--- src/rtl/txn_chk_pkg.sv ---
// Shared types for the transaction event-window checker: result codes,
// channel states and the range evaluation helper.
package txn_chk_pkg;

    typedef enum logic [2:0] {
        ERR_OK      = 3'd0,
        ERR_UNDER   = 3'd1,
        ERR_OVER    = 3'd2,
        ERR_EMPTY   = 3'd3,
        ERR_OVERLAP = 3'd4,
        ERR_TIMEOUT = 3'd5
    } err_e;

    typedef enum logic {
        IDLE = 1'b0,
        OPEN = 1'b1
    } state_e;

    // Operands are zero-extended by the caller so one helper serves any counter width.
    function automatic err_e eval_range(input logic [31:0] cnt,
                                        input logic [31:0] lo,
                                        input logic [31:0] hi);
        err_e res;
        if (cnt < lo) begin
            res = ERR_UNDER;
        end else if (cnt > hi) begin
            res = ERR_OVER;
        end else begin
            res = ERR_OK;
        end
        return res;
    endfunction

endpackage

--- src/rtl/txn_chk_channel.sv ---
// One checker channel: edge detection, IDLE/OPEN window FSM, saturating
// event counter, window timer and registered result.
module txn_chk_channel
    import txn_chk_pkg::*;
#(
    parameter int CNT_W = 8,
    parameter int TMO_W = 16
) (
    input  logic             clk,
    input  logic             rst_n,
    input  logic             start,
    input  logic             stop,
    input  logic             evt,
    input  logic [CNT_W-1:0] exp_min,
    input  logic [CNT_W-1:0] exp_max,
    input  logic [TMO_W-1:0] timeout,
    output logic             busy,
    output logic             done,
    output logic             pass,
    output err_e             err,
    output logic [CNT_W-1:0] count,
    output logic             fail_evt
);

    localparam int PAD_W = 32 - CNT_W;

    state_e           state_r, state_nx_s;
    logic             start_q_r, stop_q_r;
    logic [CNT_W-1:0] cnt_r, min_r, max_r, res_cnt_r;
    logic [TMO_W-1:0] tmr_r, tmo_r;
    logic             done_r, pass_r;
    err_e             err_r;

    logic             start_rise_s, stop_rise_s, tmo_hit_s;
    logic [CNT_W-1:0] cnt_init_s, cnt_inc_s, close_cnt_s;
    logic             load_s, close_s;
    err_e             close_err_s;

    assign start_rise_s = start & ~start_q_r;
    assign stop_rise_s  = stop & ~stop_q_r;
    assign cnt_init_s   = {{(CNT_W-1){1'b0}}, evt};
    assign cnt_inc_s    = (evt && (cnt_r != {CNT_W{1'b1}}))
                          ? cnt_r + {{(CNT_W-1){1'b0}}, 1'b1} : cnt_r;
    // The timer holds the number of window cycles already elapsed.
    assign tmo_hit_s    = (tmo_r != {TMO_W{1'b0}}) && (tmr_r == tmo_r);

    // Next state and close decision; overlap beats stop, stop beats timeout.
    always_comb begin
        state_nx_s  = state_r;
        load_s      = 1'b0;
        close_s     = 1'b0;
        close_err_s = ERR_OK;
        close_cnt_s = cnt_inc_s;
        case (state_r)
            IDLE: begin
                if (start_rise_s && stop_rise_s) begin
                    close_s     = 1'b1;
                    close_err_s = ERR_EMPTY;
                    close_cnt_s = cnt_init_s;
                end else if (start_rise_s) begin
                    state_nx_s = OPEN;
                    load_s     = 1'b1;
                end else begin
                    state_nx_s = IDLE;
                end
            end
            OPEN: begin
                if (start_rise_s) begin
                    close_s     = 1'b1;
                    close_err_s = ERR_OVERLAP;
                    close_cnt_s = cnt_r;
                    load_s      = 1'b1;
                end else if (stop_rise_s) begin
                    close_s     = 1'b1;
                    state_nx_s  = IDLE;
                    close_err_s = eval_range({{PAD_W{1'b0}}, cnt_inc_s},
                                             {{PAD_W{1'b0}}, min_r},
                                             {{PAD_W{1'b0}}, max_r});
                end else if (tmo_hit_s) begin
                    close_s     = 1'b1;
                    state_nx_s  = IDLE;
                    close_err_s = ERR_TIMEOUT;
                end else begin
                    state_nx_s = OPEN;
                end
            end
            default: begin
                state_nx_s = IDLE;
            end
        endcase
    end

    assign fail_evt = close_s && (close_err_s != ERR_OK);

    // State, edge history, window counters and latched configuration.
    always_ff @(posedge clk or negedge rst_n) begin
        if (!rst_n) begin
            state_r   <= IDLE;
            start_q_r <= 1'b0;
            stop_q_r  <= 1'b0;
            cnt_r     <= {CNT_W{1'b0}};
            tmr_r     <= {TMO_W{1'b0}};
            min_r     <= {CNT_W{1'b0}};
            max_r     <= {CNT_W{1'b0}};
            tmo_r     <= {TMO_W{1'b0}};
        end else begin
            state_r   <= state_nx_s;
            start_q_r <= start;
            stop_q_r  <= stop;
            if (load_s) begin
                cnt_r <= cnt_init_s;
                tmr_r <= {{(TMO_W-1){1'b0}}, 1'b1};
                min_r <= exp_min;
                max_r <= exp_max;
                tmo_r <= timeout;
            end else if (state_r == OPEN) begin
                cnt_r <= cnt_inc_s;
                tmr_r <= tmr_r + {{(TMO_W-1){1'b0}}, 1'b1};
            end else begin
                cnt_r <= cnt_r;
                tmr_r <= tmr_r;
            end
        end
    end

    // Result registers: done pulses for one cycle, the rest hold until the next close.
    always_ff @(posedge clk or negedge rst_n) begin
        if (!rst_n) begin
            done_r    <= 1'b0;
            pass_r    <= 1'b0;
            err_r     <= ERR_OK;
            res_cnt_r <= {CNT_W{1'b0}};
        end else begin
            done_r <= close_s;
            if (close_s) begin
                pass_r    <= (close_err_s == ERR_OK);
                err_r     <= close_err_s;
                res_cnt_r <= close_cnt_s;
            end else begin
                pass_r    <= pass_r;
                err_r     <= err_r;
                res_cnt_r <= res_cnt_r;
            end
        end
    end

    assign busy  = (state_r == OPEN);
    assign done  = done_r;
    assign pass  = pass_r;
    assign err   = err_r;
    assign count = res_cnt_r;

endmodule

--- config.mk ---
export PLATFORM = sky130hd
export DESIGN_NAME = txn_chk_channel
export DESIGN_NICKNAME = d
export VERILOG_FILES = /design/src/rtl/txn_chk_pkg.sv /design/src/rtl/txn_chk_channel.sv
export SDC_FILE = /design/constraint.sdc
export NUM_CORES = 1
export LEC_CHECK = 0
export ABC_AREA = 1
export BUFFER_PORTS_ARGS = -buffer_cell sky130_fd_sc_hd__buf_2
export CORE_MARGIN = 1.5
export CORE_UTILIZATION = 52
export CTS_CLUSTER_DIAMETER = 200
export DETAILED_ROUTE_END_ITERATION = 10
export HOLD_SLACK_MARGIN = 0.15
export PLACE_DENSITY_LB_ADDON = 0.15
export SYNTH_ARGS = -nofsm -noshare
export SYNTH_HDL_FRONTEND = slang
export SYNTH_SLANG_ARGS = --single-unit
--- constraint.sdc ---
create_clock -name clk -period 3.1 [get_ports clk]
set_input_delay 0.62 -clock clk [delete_from_list [all_inputs] [get_ports clk]]
set_output_delay 0.62 -clock clk [all_outputs]
set_load 0.01 [all_outputs]
== Word level (Yosys, flattened, before mapping) ==
Cells that the tools add are included.

* Bits in registers: 72
* Bits of input ports: 37
* Output and inout port bits: 15
* Word-level logic and storage cells: 58

* Add/sub/neg operators: 2
* Magnitude comparators: 2
* Equal/unequal tests: 2
* Multiplexer cells: 27
* Bitwise operators: 5
* Reductions and logical operators: 8

{| class="wikitable"
|+ Operators with widths
! kind !! number
|-
| 8-bit 2-to-1 mux || 5
|-
| 16-bit 2-to-1 mux || 2
|-
| 16-bit by 1-bit adder with 16-bit output (second input constant) || 1
|-
| 16-bit == test || 1
|-
| 8-bit case mux with 2 select lines || 1
|-
| 16-bit nonzero test || 1
|-
| 1-bit 2-to-1 mux || 9
|-
| 3-bit 2-to-1 mux || 3
|-
| 8-bit by 1-bit adder with 8-bit output (second input constant) || 1
|-
| 8-bit greater-than comparator || 1
|-
| 8-bit less-than comparator || 1
|-
| 8-bit != test (second input constant) || 1
|-
| 2-bit 2-to-1 mux || 3
|-
| 1-bit case mux with 2 select lines || 3
|-
| 3-bit case mux with 2 select lines || 1
|-
| 1-bit logical AND || 4
|-
| 3-bit zero test || 1
|-
| 1-bit NOT || 3
|-
| 3-bit nonzero test || 1
|-
| 1-bit AND || 2
|-
| 2-bit nonzero test || 1
|}

== Depth between registers and ports, before layout ==
Gate-level depths: netlist of run 1.

* Depth after elaboration: 11
* Depth in mapped cells: 20

== Worst setup path after synthesis of run 1 ==
No wires, ideal clock.

* Path kind: register to output
* Start point: reg cnt_r[0]
* End point: out fail_evt
* Data arrival time: 2.403 ns
* Data required time: 2.480 ns
* Setup slack: 0.077 ns
* Stages on the path, launching flop included: 20
* Cell sequence: dfrtp_1 ha_1 nand2_1 nor2_4 nand2_2 nand2_4 nor2_2 nand3_2 nor2_2 xor2_2 ha_1 nand2_1 nor2_1 a211oi_1 nand2_2 nand2_1 nand2_1 nand2_2 inv_2 nand3_1

* Longest elaborated chain between the ends: 11
* Elaborated cells on any way between the ends: 13
* Classes of those cells: add/sub (1); order compare (2); eq/ne (1); mux (6); reduce/logical (3)

{| class="wikitable"
|+ Ends and longest elaborated chain
! what !! line !! text
|-
| start, declared || txn_chk_channel.sv:29 || <nowiki>logic [CNT_W-1:0] cnt_r, min_r, max_r, res_cnt_r;</nowiki>
|-
| start signal, assigned || txn_chk_channel.sv:101 || <nowiki>cnt_r <= {CNT_W{1'b0}};</nowiki>
|-
| start signal, assigned || txn_chk_channel.sv:111 || <nowiki>cnt_r <= cnt_init_s;</nowiki>
|-
| start signal, assigned || txn_chk_channel.sv:117 || <nowiki>cnt_r <= cnt_inc_s;</nowiki>
|-
| branches (longest 2 deep; another with 8-bit by 1-bit adder with 8-bit output) || n/a ||
|-
| 8-bit 2-to-1 mux * || txn_chk_channel.sv:43 || <nowiki>? cnt_r + {{(CNT_W-1){1'b0}}, 1'b1} : cnt_r;</nowiki>
|-
| 8-bit greater-than comparator || txn_chk_pkg.sv:26 || <nowiki>end else if (cnt > hi) begin</nowiki>
|-
| 2-bit 2-to-1 mux || txn_chk_pkg.sv:26 ||
|-
| 2-bit 2-to-1 mux * || txn_chk_pkg.sv:24 || <nowiki>if (cnt < lo) begin</nowiki>
|-
| 3-bit 2-to-1 mux * || txn_chk_channel.sv:73 || <nowiki>end else if (stop_rise_s) begin</nowiki>
|-
| 3-bit 2-to-1 mux * || txn_chk_channel.sv:68 || <nowiki>if (start_rise_s) begin</nowiki>
|-
| 3-bit case mux with 2 select lines * || txn_chk_channel.sv:54 || <nowiki>case (state_r)</nowiki>
|-
| 3-bit nonzero test * || txn_chk_channel.sv:93 || <nowiki>assign fail_evt = close_s && (close_err_s != ERR_OK);</nowiki>
|-
| 1-bit logical AND * || txn_chk_channel.sv:93 ||
|-
| end, declared || txn_chk_channel.sv:22 || <nowiki>output logic fail_evt</nowiki>
|}

Mark *: on every way between the ends.

== Worst setup path in the final report of run 1 ==
Same ends and word-level chain as after synthesis.

==> results of run 1 <==
[kinds of logic (layout without fill, tap and decap cells)]
kind of cell | count (synthesis) | after routing | share of synthesized area
DFF | 72 | 72 | 0.475
buffers and inverters | 64 | 168 | 0.0676
AOI/OAI and AO/OA | 70 | 70 | 0.101
adders and majority gates | 17 | 17 | 0.0561
xor gates and xnor gates | 19 | 19 | 0.0458
and+or+nand+nor | 213 | 213 | 0.255
[critical path, stage by stage, from the launching register on]
cell and delay (ps):
sky130_fd_sc_hd__dfrtp_1 400, sky130_fd_sc_hd__ha_2 200, sky130_fd_sc_hd__nand2_2 80, sky130_fd_sc_hd__nor2_4 40
sky130_fd_sc_hd__nand2_2 80, sky130_fd_sc_hd__nand2_4 80, sky130_fd_sc_hd__nor2_4 130, sky130_fd_sc_hd__nand3_4 120
sky130_fd_sc_hd__nor2_4 120, sky130_fd_sc_hd__xor2_2 240, sky130_fd_sc_hd__ha_1 210, sky130_fd_sc_hd__nand4_1 150
sky130_fd_sc_hd__a21oi_1 150, sky130_fd_sc_hd__nor3_1 60, sky130_fd_sc_hd__a21oi_1 220, sky130_fd_sc_hd__nand3_2 140
sky130_fd_sc_hd__nand3_2 90, sky130_fd_sc_hd__buf_6 100
[worst paths after layout]
check / start / endpoint / slack (ps) / depth (start not counted)
min in group clk: start / start_q_r / 390 / 1
max reg2reg: cnt_r[0] / pass / -380 / 29
max: cnt_r[0] / fail_evt / -470 / 17
max in group asynchronous: rst_n / tmr_r[1] / 2050 / 2
min: rst_n / max_r[2] / 360 / 1
min reg2reg: min_r[0] / min_r[0] / 490 / 2
[layer usage]
layer | part of all wire | wire length, um | global-route usage | up-vias
met1 | 0.44 | 4090 | 0.323 | 1622
li1 | - | - | - | 1675
met4 | 0.036 | 340 | 0.128 | 0
met3 | 0.049 | 457 | 0.0448 | 38
met2 | 0.48 | 4520 | 0.425 | 141
met5 | 0 | 0 | 0 | -
[cells in the final DEF, fill, tap and decap left out, types with 2 or more instances in the layout]
master                     Yosys  layout
sky130_fd_sc_hd__buf_2        10      50
sky130_fd_sc_hd__buf_6         0       9
sky130_fd_sc_hd__nand3_1      15      13
sky130_fd_sc_hd__nand2_2       5       7
sky130_fd_sc_hd__nor3b_1       2       2
sky130_fd_sc_hd__nand4_1       8       8
sky130_fd_sc_hd__nand3_2       2       3
sky130_fd_sc_hd__xnor2_1      14      14
sky130_fd_sc_hd__nor2_2        5       4
sky130_fd_sc_hd__clkbuf_1      1       3
sky130_fd_sc_hd__o21ai_0      32      32
sky130_fd_sc_hd__ha_4          0       2
sky130_fd_sc_hd__nor3_1       10      10
sky130_fd_sc_hd__nor4_2        3       3
sky130_fd_sc_hd__clkbuf_8      0      10
sky130_fd_sc_hd__inv_2         5       6
sky130_fd_sc_hd__xor2_2        1       2
sky130_fd_sc_hd__dfrtp_1      72      72
sky130_fd_sc_hd__nor4_1        4       4
sky130_fd_sc_hd__nor2_4        2       5
sky130_fd_sc_hd__buf_4         1      40
sky130_fd_sc_hd__ha_1         17      14
sky130_fd_sc_hd__nor2_1       23      21
sky130_fd_sc_hd__a22o_1        3       3
sky130_fd_sc_hd__clkinv_2      0       2
sky130_fd_sc_hd__a21oi_1      22      22
sky130_fd_sc_hd__o21ai_1       2       2
sky130_fd_sc_hd__xor2_1        4       2
sky130_fd_sc_hd__o22ai_1       5       5
sky130_fd_sc_hd__nand2_4       1       2
sky130_fd_sc_hd__inv_1        47      46
sky130_fd_sc_hd__nand2_1     130     127
[synthesized netlist by cell type, drive strengths merged]
cell type	count	area [um^2]
buf	11	57.6
clkbuf	1	3.75
a22o	3	26.3
nand3	17	95.1
o21a	1	7.51
o22ai	5	31.3
a31oi	1	6.26
o221ai	1	8.76
or2	1	6.26
nor2	30	140
o21ai	34	170
nor3b	2	15.0
xnor2	14	123
a21oi	22	110
a211oi	1	7.51
nor4	7	62.6
inv	52	195
and3	1	6.26
dfrtp	72	1800
o211ai	1	7.51
nor3	11	60.1
nand2	136	531
o21bai	1	7.51
xor2	5	51.3
ha	17	213
nand4	8	50.1
[sequential cells by signal, summed over array words and instances, names as in the netlist]
signal	flops
tmo_r	16
tmr_r	16
cnt_r	8
count	8
max_r	8
min_r	8
err	3
busy	1
done	1
pass	1
start_q_r	1
stop_q_r	1
[power breakdown]
part | switching, uW | internal (uW)
clock network | 347 | 311
logic | 610 | 466
registers | 173 | 1170
[final cells by class]
| class | count | share of cell area |
|---|---|---|
| Multi-Input combinational cell | 319 | 0.384 |
| Sequential cell | 72 | 0.375 |
| Timing Repair Buffer | 100 | 0.140 |
| Inverter | 52 | 0.0407 |
| Clock buffer | 13 | 0.0310 |
| Tap cell | 96 | 0.0250 |
| Clock inverter | 3 | 0.00365 |
[metrics by stage]
step,instance area [um^2],util
after global placement,4310,0.624
after detailed placement,4310,0.624
after floorplan,3790,-
final,4800,0.695
after CTS,4660,0.675
after global routing,4800,0.695
[timing repair]
action	CTS	global route
resized for setup	10	19
endpoints found under the setup margin	1	3
setup buffers	18	7
pin swaps	13	20
==> results.md, run 1 <==
* **result of the run** finished with violations
* **violations in the final reports** negative setup slack
* **worst path arrival time** 2950 ps
* **fraction of layout instances using a drive strength above 1** 0.274
* **Final Hold Vio Count** 0
* **unrepaired setup endpoints after global routing** yes
* **worst hold path type** in2async
* **actual slew at the worst max-slew pin** 823 ps
* **DRC violations left** 0
* **global router's overall resource usage** 0.256
* **number of detailed-route iterations in the first pass** 4
* **required arrival time at the worst endpoint** 2480 ps
* **clock slew seen by the registers of the worst setup and hold paths** 80 ps
* **CP Launch Type** flip-flop
* **Max-Cap Viols** 0
* **RD Place Congestion** 0.890
* **Ant. Diodes** 0
* **number of primary I/O pins** 52
* **leakage power figure** 0.00242 uW
* **post-synthesis sequential area ratio** 0.475
* **fin worst setup slack** -465 ps
* **Sum Neg Setup Slack** -1060 ps
* **area of the die** 7820 um^2
* **antenna viol nets, final** 0
* **dpl hpwl** 6.34 mm
* **min Tclk post-route** 3570 ps
* **worst relative slew slack** 0.451
* **minimum hold slack** 358 ps
* **number of fill cells** 572
* **pin count of the biggest net entering global routing** 56
* **final cell count without fillers** 655
* **Die Width** 88.4 um
* **TritonCTS buffer count** 9
* **CTS tree** done
* **sinks on the clock net** 72
* **Pwr per Cell Area** 642 nW/um^2
* **CP Max Fanout** 4
* **FP Rows** 30
* **final count of pins violating max slew** 0
* **per-instance average area after synthesis** 8.34 um^2
* **mean routed wirelength per cell** 14.4 um
* **Die Ht** 88.4 um
* **Final nets** 608
* **global-route wire length before repair** 15.1 mm
* **Period Utilization, post-route** 1.15
* **per-cell via count in the routed design** 5.31
* **CTS H-tree depth** 3
* **upper clock frequency limit** 280 MHz
* **routed via count** 3476
* **initial standard-cell utilization of the core** 0.549
* **IR Drop Worst-Case VDD** 355 uV
* **synthesis warning total** 0
* **capturing element type of the critical path** output pin
* **CTS Hold Buffers Added** 0
* **CORE AREA** 6910 um^2
* **final WL** 9.41 mm
* **vias in the first global route** 3326
* **pre-CTS setup slack** -195 ps
* **netlist area before placement** 3790 um^2
* **syn_nets** 509
* **number of buffer cells added on primary ports** 51
* **insertion delay to the later sink of the worst-skew pair** 350 ps
* **combined area of the multi-input logic cells** 1840 um^2
* **Syn-to-layout area delta** 26.5%
* **Setup violations, final** 3
* **overall overflow remaining after global route** 0
* **number of antenna violations at the first check in global routing** 0
* **buffers from clock root to sink, at most** 2
* **number of DRC violations after detailed-routing iteration 0** 219
* **setup clock skew after layout** 10.2 ps
* **clock tree root buffer cell** sky130_fd_sc_hd__clkbuf_8
* **sequential standard cell area** 1800 um^2
* **register bit total from synthesis** 72
* **crit path kind** reg2out
* **total instance count after detailed placement** 615
* **Tot Pwr** 3080 uW
* **count of cell types in the netlist** 37
* **number of standard cells after synthesis** 455
(Power assumes the default switching activity.)
==> run 2, diff against run 1 <==
Settings changed: MAX_ROUTING_LAYER set to met4, RECOVER_POWER set to 50.
==> run 2 against run 1 <==
Against the previous run: the run ends with max-capacitance violations, max-slew violations, negative setup slack left; first-iteration DRC count decreased by 34%; clock skew decreased by 1.5 ps; worst hold slack gained 23 ps; non-clock buffer count down 15; cell area down 2.4%; via count fell by 5.0%; setup slack better by 61 ps; combinational power fell by 5%; clock-buffer cell count decreased by 2; largest cell class unchanged.
==> results.md, run 2 (synthesis results as in run 1) <==
* **CTS tree** done
* **Max stage delay cell, worst path** sky130_fd_sc_hd__dfrtp_1
* **final WL** 8.71 mm, -7.4%
* **Setup violations, final** 1, -2
* **clock tree root buffer cell** sky130_fd_sc_hd__clkbuf_8
* **global-route wire length before repair** 13.9 mm, -8.3%
* **FP Rows** 30, unchanged
* **number of detailed-route iterations in the first pass** 4, unchanged
* **final count of pins violating max slew** 30, +30
* **capturing element type of the critical path** output pin
* **clock slew seen by the registers of the worst setup and hold paths** 70 ps, about the same
* **number of DRC violations after detailed-routing iteration 0** 144, -34%
* **R2R setup slack** 380 ps, +760 ps
* **CORE AREA** 6910 um^2, unchanged
* **fraction of layout instances using a drive strength above 1** 0.252, -0.0219
* **routed via count** 3302, -5.0%
* **total instance count after detailed placement** 615, unchanged
* **TritonCTS buffer count** 9, unchanged
* **crit path kind** reg2out
* **count of cells along the worst hold path** 1
* **largest stage delay on the critical path** 390 ps, about the same
* **global router's overall resource usage** 0.240, -0.0163
* **antenna viol nets, final** 0, unchanged
* **required arrival time at the worst endpoint** 2480 ps, about the same
* **violations in the final reports** max-capacitance violations, max-slew violations, negative setup slack
* **Final nets** 593, -2.5%
* **DRC violations left** 0, unchanged
* **Max-Cap Viols** 1, +1
* **CP Launch Type** flip-flop
* **cells along the critical path** ha_2 > nand2_2 > nor2_4 > nand2_2 > nand2_4 > nor2_1 > xor2_1 > inv_1 > buf_4 > ha_1 > nand2_1 > inv_1 > nand2_1 > nand2_1 > nand2_2 > nand2_2 > nand2_2 > nand2_2 > nand2_2 > inv_2 > nand3_2 > buf_6
* **buffers from clock root to sink, at most** 2, unchanged
* **Pwr per Cell Area** 683 nW/um^2, +6.5%
* **number of buffer cells added on primary ports** 51, unchanged
* **number of antenna violations at the first check in global routing** 0, unchanged
* **area of the die** 7820 um^2, unchanged
* **insertion delay to the later sink of the worst-skew pair** 360 ps, about the same
* **Ant. Diodes** 0, unchanged
* **Buf/Inv on CP** 5, +4
* **worst hold path startpoint** stop
* **mean routed wirelength per cell** 13.6 um, -5.2%
* **initial standard-cell utilization of the core** 0.549, unchanged
* **actual slew at the worst max-slew pin** 1550 ps, +730 ps
* **IR Drop Worst-Case VDD** 397 uV, +12%
* **upper clock frequency limit** 285 MHz, +1.7%
* **Final Hold Vio Count** 0, unchanged
* **highest-count cells in the layout ignoring fill and taps** sky130_fd_sc_hd__nand2_1 (124), sky130_fd_sc_hd__dfrtp_1 (72), sky130_fd_sc_hd__inv_1 (46)
* **leakage power figure** 0.00234 uW, -3.5%
* **min Tclk post-route** 3500 ps, -60.6 ps
* **CP Max Fanout** 4, unchanged
* **unrepaired setup endpoints after global routing** yes
* **Die Ht** 88.4 um, unchanged
* **CTS H-tree depth** 3, unchanged
* **top flop regs** tmo_r x16, tmr_r x16
* **per-cell via count in the routed design** 5.16, -2.8%
* **sinks on the clock net** 72, unchanged
* **end of the worst register-to-register path** pass
* **delay-heaviest family, CP** simple AND/OR/NAND/NOR gates
* **pin count of the biggest net entering global routing** 56, unchanged
* **overall overflow remaining after global route** 0, unchanged
* **Die Width** 88.4 um, unchanged
* **number of primary I/O pins** 52, unchanged
* **setup clock skew after layout** 8.72 ps, -1.50 ps
* **FF-to-FF Start** cnt_r[0]
* **Hold EP** stop_q_r
* **final cell utilization of the core** 0.678, -0.0165
* **result of the run** finished with violations
* **worst hold path type** in2reg
* **Period Utilization, post-route** 1.13, -0.0195
* **most frequent cell on the critical path** sky130_fd_sc_hd__nand2_2
* **fin worst setup slack** -405 ps, +60.6 ps
* **Syn-to-layout area delta** 23.5%
* **final cell count without fillers** 640, -2.3%
* **worst relative slew slack** -0.0355, -0.487
* **dpl hpwl** 6.24 mm, -1.4%
* **worst path arrival time** 2880 ps, -70 ps
* **most common cell after layout, fill and taps aside** sky130_fd_sc_hd__nand2_1
* **RD Place Congestion** 0.906, +1.8%
* **path depth of the worst reg2reg path** 18, -38%
* **vias in the first global route** 3180, -4.4%
## run 2: cell count changes in the layout (fill, tap and decap cells not counted), moves of 2 or more
| cell | before | now |
|---|---|---|
| sky130_fd_sc_hd__bufinv_16 | 0 | 2 |
| sky130_fd_sc_hd__nand2_2 | 7 | 11 |
| sky130_fd_sc_hd__nand2_1 | 127 | 124 |
| sky130_fd_sc_hd__clkbuf_1 | 3 | 7 |
| sky130_fd_sc_hd__buf_4 | 40 | 32 |
| sky130_fd_sc_hd__buf_2 | 50 | 44 |
| sky130_fd_sc_hd__buf_6 | 9 | 2 |
## run 2: power breakdown
group | switching [uW] | internal, uW
combinational | 595 | 434
clock | 359 | 474
sequential | 168 | 1170
total | 1120 | 2080
## run 2: cell type report
class / count / area, um^2
clock buffers: 11 / 141
clock inverters: 5 / 80.1
fillers: 615 / 2220
inverters: 52 / 195
multi-input cells: 319 / 1840
flip-flops and latches: 72 / 1800
well taps: 96 / 120
repair buffers: 85 / 510
## run 2: repair_timing
action                                  in CTS  in global routing
resized for setup                           10                 14
pin swaps                                   10                 15
endpoints found under the setup margin       1                  1
hold buffers                                 0                  0
buffers inserted                             4                  5
## run 2: per-stage QoR
| step | cell area [um^2] | setup slack, ps | power, uW | hold slack [ps] | TNS [ps] |
|---|---|---|---|---|---|
| detailed placement | 4310 | -152 | 2320 | 454 | -152 |
| global route | 4690 | -593 | 3410 | 381 | -593 |
| floorplan | 3790 | 77.1 | 1990 | 324 | 0 |
| CTS | 4620 | -406 | 3170 | 322 | -406 |
| global placement | 4310 | -39.3 | 2290 | 455 | -39.3 |
| finish | 4690 | -405 | 3200 | 382 | -405 |
## run 2: worst max-delay path by stage
stage                         from       end  slack (ps)  depth (start not counted)
after detailed placement  cnt_r[0]  fail_evt        -150                         17
after CTS                 cnt_r[1]  fail_evt        -410                         17
final                     cnt_r[0]  fail_evt        -400                         22
after global placement    cnt_r[0]  fail_evt         -40                         20
after floorplan           cnt_r[0]  fail_evt          80                         19
after global routing      cnt_r[0]  fail_evt        -590                         22
## run 2: routing by layer
| metal | vias to the layer above | global-route usage | share of wire |
|---|---|---|---|
| met5 | - | - | 0 |
| met2 | 79 | 0.402 | 0.50 |
| met1 | 1564 | 0.284 | 0.43 |
| met4 | 0 | 0.104 | 0.018 |
| met3 | 15 | 0.0420 | 0.047 |
| li1 | 1644 | - | - |
